File: src/rtl/eqed_inject_sched.sv
// E-QED run-level injection scheduler.
// Clears and enables the MISRs, flips one flip-flop for a single cycle on the chosen run cycle,
// keeps the MISRs enabled for a capture window, and then pulses done.
// Optional feature macro: EQED_SIG_CHECK_EN. When it is defined, the signature inputs and a
// registered match result are added. When it is undefined, match_o is tied to 0.
module eqed_inject_sched #(
  parameter int unsigned NUM_FF = 8,
  parameter int unsigned SEL_W  = 4,
  parameter int unsigned CNT_W  = 10,
  parameter int unsigned WINDOW = 5,
  parameter int unsigned MISR_W = 6
) (
  input  logic              clk_i,
  input  logic              rst_i,
  input  logic              start_i,
  input  logic [SEL_W-1:0]  ff_idx_i,
  input  logic [CNT_W-1:0]  inj_cycle_i,
  input  logic [NUM_FF-1:0] ff_mask_i,
  output logic [NUM_FF-1:0] eqed_sel_o,
  output logic              misr_clr_o,
  output logic              misr_en_o,
  output logic              busy_o,
  output logic              done_o,
  output logic              rejected_o,
  output logic              injected_o,
  output logic [CNT_W-1:0]  cycle_count_o,
`ifdef EQED_SIG_CHECK_EN
  input  logic [MISR_W-1:0] in_sig_i,
  input  logic [MISR_W-1:0] out_sig_i,
  input  logic [MISR_W-1:0] exp_in_sig_i,
  input  logic [MISR_W-1:0] exp_out_sig_i,
`endif
  output logic              match_o
);

  localparam int unsigned WinW = (WINDOW < 2) ? 1 : $clog2(WINDOW + 1);
  localparam logic [SEL_W-1:0] NumFfSel = SEL_W'(NUM_FF);

  typedef enum logic [2:0] {StIdle, StReject, StClear, StArm, StCapture, StDone} state_e;

  state_e            state_q, state_d;
  logic [SEL_W-1:0]  idx_q, idx_d;
  logic [CNT_W-1:0]  inj_q, inj_d;
  logic              masked_q, masked_d;
  logic [CNT_W-1:0]  cnt_q, cnt_d;
  logic              injected_q, injected_d;
  logic [WinW-1:0]   win_q, win_d;
  logic              match_q, match_d;

  logic [NUM_FF-1:0] mask_shift;
  logic              req_in_range;
  logic              req_masked;
  logic              hit;
  logic [CNT_W-1:0]  cnt_inc;

  // Request decode: an index at or above NUM_FF is a golden run and is never masked.
  always_comb begin
    mask_shift   = ff_mask_i >> ff_idx_i;
    req_in_range = (ff_idx_i < NumFfSel);
    req_masked   = req_in_range & mask_shift[0];
    hit          = (idx_q < NumFfSel) & ~masked_q;
    cnt_inc      = (&cnt_q) ? cnt_q : cnt_q + CNT_W'(1);
  end

  // Next-state logic and state-decoded outputs.
  always_comb begin
    state_d    = state_q;
    idx_d      = idx_q;
    inj_d      = inj_q;
    masked_d   = masked_q;
    cnt_d      = cnt_q;
    injected_d = injected_q;
    win_d      = win_q;
    match_d    = match_q;
    eqed_sel_o = '0;
    misr_clr_o = 1'b0;
    misr_en_o  = 1'b0;
    busy_o     = 1'b0;
    done_o     = 1'b0;
    rejected_o = 1'b0;
    unique case (state_q)
      StIdle: begin
        if (start_i) begin
          idx_d    = ff_idx_i;
          inj_d    = (inj_cycle_i == '0) ? CNT_W'(1) : inj_cycle_i;
          masked_d = req_masked;
          state_d  = req_masked ? StReject : StClear;
        end
      end
      StReject: begin
        rejected_o = 1'b1;
        state_d    = StIdle;
      end
      StClear: begin
        misr_clr_o = 1'b1;
        busy_o     = 1'b1;
        cnt_d      = CNT_W'(1);
        injected_d = 1'b0;
        match_d    = 1'b0;
        state_d    = StArm;
      end
      StArm: begin
        misr_en_o = 1'b1;
        busy_o    = 1'b1;
        cnt_d     = cnt_inc;
        if (cnt_q == inj_q) begin
          if (hit) begin
            eqed_sel_o = NUM_FF'(1) << idx_q;
          end
          injected_d = injected_q | hit;
          win_d      = WinW'(WINDOW);
          state_d    = StCapture;
        end
      end
      StCapture: begin
        misr_en_o = 1'b1;
        busy_o    = 1'b1;
        cnt_d     = cnt_inc;
        if (win_q == WinW'(1)) begin
`ifdef EQED_SIG_CHECK_EN
          match_d = (in_sig_i == exp_in_sig_i) && (out_sig_i == exp_out_sig_i);
`endif
          state_d = StDone;
        end else begin
          win_d = win_q - WinW'(1);
        end
      end
      StDone: begin
        busy_o  = 1'b1;
        done_o  = 1'b1;
        state_d = StIdle;
      end
      default: state_d = StIdle;
    endcase
    // The flip select must never reach the design muxes while reset is asserted.
    if (rst_i) begin
      eqed_sel_o = '0;
    end
  end

  // State and latched-field registers with synchronous reset.
  always_ff @(posedge clk_i) begin
    if (rst_i) begin
      state_q    <= StIdle;
      idx_q      <= '0;
      inj_q      <= '0;
      masked_q   <= 1'b0;
      cnt_q      <= '0;
      injected_q <= 1'b0;
      win_q      <= '0;
      match_q    <= 1'b0;
    end else begin
      state_q    <= state_d;
      idx_q      <= idx_d;
      inj_q      <= inj_d;
      masked_q   <= masked_d;
      cnt_q      <= cnt_d;
      injected_q <= injected_d;
      win_q      <= win_d;
      match_q    <= match_d;
    end
  end

  assign injected_o    = injected_q;
  assign cycle_count_o = cnt_q;
`ifdef EQED_SIG_CHECK_EN
  assign match_o = match_q;
`else
  assign match_o = 1'b0;
`endif

endmodule

File: config.mk
export PLATFORM = sky130hd
export DESIGN_NAME = eqed_inject_sched
export DESIGN_NICKNAME = d
export VERILOG_FILES = /design/src/rtl/eqed_inject_sched.sv
export SDC_FILE = /design/constraint.sdc
export NUM_CORES = 1
export LEC_CHECK = 0
export BUFFER_PORTS_ARGS = -buffer_cell sky130_fd_sc_hd__buf_2
export CORE_MARGIN = 2
export CORE_UTILIZATION = 52
export DETAILED_ROUTE_END_ITERATION = 10
export GPL_TIMING_DRIVEN = 0
export PLACE_DENSITY = 0.86
export SKIP_CTS_REPAIR_TIMING = 1
export SLEW_MARGIN = 25
export SYNTH_ARGS = -nofsm -noshare
export SYNTH_HDL_FRONTEND = slang
export SYNTH_SLANG_ARGS = --single-unit
File: constraint.sdc
create_clock -name clk_i -period 2.2 [get_ports clk_i]
set_clock_uncertainty 0.2 [all_clocks]
set_input_delay 0.33 -clock clk_i [delete_from_list [all_inputs] [get_ports clk_i]]
set_output_delay 0.33 -clock clk_i [all_outputs]
set_load 0.02 [all_outputs]
==> summary.txt <==
Timing
  – Fmax: between 300 and 400 MHz
  – Slew HR: 0.317
  – Final slew viol count: 0
  – Final hold vios: 0
  – Minimum clock period after layout: between 2 and 3 ns
  – RSZ-0062 raised after global routing: yes
  – Final period utilization: 1.21
  – Worst-case hold slack: 0.0341 ns
  – # setup viols final: 9
  – PnR worst setup slack: -0.460 ns
  – Tightest Pin Transition: slightly above 1 ns

Global routing
  – Met1 Resource Use GR: 0.297
  – Global-route wire length before repair: 7.54 mm
  – Total track usage: 0.243
  – Vias in the first global route: between 1.5k and 2k
  – Top Usage Layer GRT: met2
  – Routing usage on met3: 0.0523
  – Grt met2 use: 0.391
  – Pin count of the biggest net entering global routing: 11
  – Initial antenna violation count: 0
  – Total grt overflow: 0

Routing
  – Pre-Repair DR Iteration Count: 4
  – Via density: ~5.7
  – Routed vias: approximately 1.8k
  – Drt wl/cell: 14.4 µm
  – Iter 0 DRT Violations: 148
  – Post-Route WL: between 4 and 5 mm
  – DRC errors left: 0
  – Final antenna-violating net count: 0

Synth
  – Syn_nets: between 200 and 250
  – Yosys reg bits: 32
  – Library cells used by synthesis: 51
  – Post-synth top area cell: dfxtp_1
  – Most common cell in the synthesized netlist: nand2_1
  – Main synth FF type: dfxtp_1
  – Number of flops mapped to enable cells by yosys: 0
  – Synth area leaders: dfxtp_1, nand2_1, a21oi_1
  – Async S/R FF share, synth: 0
  – Synth cell count leaders: nand2_1, dfxtp_1, a21oi_1, nor4_1, xnor2_1
  – Yosys warns: 0
  – Post-Syn Area: about 1800 µm²
  – Yosys top cell area share: 0.356
  – Mean Syn Cell Area: 8.22 µm²
  – Register area share after synthesis: 0.356
  – Post-Syn Instances: ~220

Clock network
  – Worst-Skew Late Latency: 0.34 ns
  – Sink Count: 32
  – CTS tree: yes
  – Number of CTS-inserted buffers: 5
  – # H-tree levels: 2
  – Clock Tree Buf Depth: 2
  – Clk pin slew, worst setup/hold paths: roughly 0.10 ns
  – CTS Root Buffer Type: clkbuf_4

Hold path
  – WHS Path Cells: 3
  – Hold Path Class: in -> reg

Finish
  – Final core occ: 0.732
  – Share of layout cells above drive strength 1: 0.364
  – Final #Nets: around 310
  – Diodes inserted: 0
  – Fillers: around 260
  – Area delta synth->final: 35.6%
  – Post-route cell area: 2440 µm²

Setup path
  – Type of the worst setup path: reg -> out
  – Critical-path maximum fanout: 7
  – Worst EP arrival: approximately 2.1 ns
  – Worst-path cell chain: xnor2_2 -> nand4_1 -> or4_4 -> buf_12 -> nor4_4 -> buf_4
  – Crit path depth: 6
  – Number of cells on the worst reg-to-reg path: 5
  – Critical Path Slowest Stage Cell: or4_4
  – Delay-heaviest family, CP: simple AND/OR/NAND/NOR gates
  – CP Launch Type: flop
  – Crit path buf inv count: 2
  – CP Capture Type: primary output
  – Req. time, crit path: 1.67 ns
  – Largest stage delay on the critical path: between 0.5 and 0.6 ns

Power and ir drop
  – Power Density: 557 nW/µm²
  – P_sw: roughly 450 µW
  – Leakage: about 1.0 nW
  – Clk pwr share: 0.260
  – Flop pwr share: 0.479
  – Logic pwr share: 0.260
  – VDD IR max: approximately 0.00042 V
  – Internal: slightly above 900 µW
  – Sw frac: 0.328

Place
  – Post-place setup slack: -0.191 ns
  – Port buffer count: 48
  – Final RePlAce weighted congestion: ~0.9
  – Placed inst area: ~2300 µm²
  – Detail Placement HPWL: between 3 and 4 mm

Die
  – Die area: just under 4000 µm²
  – Num ports: 50
  – Die H: around 63 µm
  – Standard-cell row count: 21
  – Starting Density: 0.540
  – Die Wd: 62.8 µm
  – Core Box Area: between 3000 and 4000 µm²

Status
  – Status: finished with violations
  – Failing checks: setup timing

Job
  – Max Cap Viol: 0
==> power by group through the flow <==
stage | clock [mW] | sequential [mW] | combinational (mW)
floorplan | 0 | 0.662 | 0.237
global placement | 0 | 0.662 | 0.322
detailed placement | 0 | 0.664 | 0.330
CTS | 0.363 | 0.650 | 0.332
global route | 0.394 | 0.657 | 0.389
finish | 0.354 | 0.652 | 0.354
==> cells by family after synthesis <==
group / synth area share
buffers and inverters: 0.0466
AND/OR/NAND/NOR: 0.299
multiplexers: 0.0445
AO/OA/AOI/OAI: 0.173
flip-flops: 0.356
other: 0.00208
XOR/XNOR: 0.0584
adder cells (fa/ha/maj): 0.0209
==> layer usage <==
metal	up-vias	routed length, µm
li1	920	-
met1	827	2020
met2	89	2160
met3	11	396
met4	0	121
met5	-	0
==> state kept, by name, indices dropped and copies added (netlist names) <==
signal / cells
idx_q: 4
injected_o: 1
state_q: 3
win_q: 3
masked_q: 1
cycle_count_o: 10
inj_q: 10
==> layout by cell type, fill, tap and decap left out, drive strengths merged, types with 2 or more instances in the layout <==
cell type / n
inv: 4
nor2: 6
nor3b: 3
nand2b: 3
mux2i: 8
o21ai: 5
nand3: 2
nand3b: 3
nand4: 3
buf: 59
o21bai: 2
dfxtp: 32
or3: 6
nor4: 10
nor3: 4
a21oi: 19
nand2: 39
xor2: 2
and4: 3
or3b: 4
o22ai: 3
a211oi: 4
or4: 2
xnor2: 10
ha: 3
or2: 4
clkbuf: 16
a31oi: 2
o211ai: 3
==> area by class of cell <==
| class | instances | area, µm² | area share |
|---|---|---|---|
| plain buffers | 13 | 82.6 | 0.0338 |
| well taps | 46 | 57.6 | 0.0236 |
| flip-flops and latches | 32 | 667 | 0.273 |
| clock buffers | 8 | 58.8 | 0.0241 |
| multi-input cells | 169 | 1240 | 0.507 |
| repair buffers | 54 | 323 | 0.132 |
| inverters | 4 | 15.0 | 0.00615 |
==> worst reg2reg max path, stage by stage, from the launching register on <==
cell and delay (ns):
dfxtp_1 0.36, buf_2 0.19, nor4b_2 0.62, clkbuf_1 0.41, nand2_1 0.12, a21oi_1 0.15
==> path summary, 6_finish.rpt <==
| kind | slack (ns) | start | to |
|---|---|---|---|
| worst max-delay path | -0.46 | cycle_count_o[7] | eqed_sel_o[3] |
| worst min-delay path | 0.03 | inj_cycle_i[3] | inj_q[3] |
| worst max register to register | 0.09 | state_q[1] | inj_q[6] |
| worst min register to register | 0.27 | idx_q[3] | idx_q[3] |
==> through the flow <==
step	total power, mW	cells	setup TNS, ns
after detailed placement	0.994	313	-1.19
final	1.36	326	-3.60
after global routing	1.44	326	-4.87
after CTS	1.34	321	-4.59
after floorplan	0.899	219	-0.398
after global placement	0.984	313	-0.942
No activity file was read; power rests on OpenSTA's default activity.
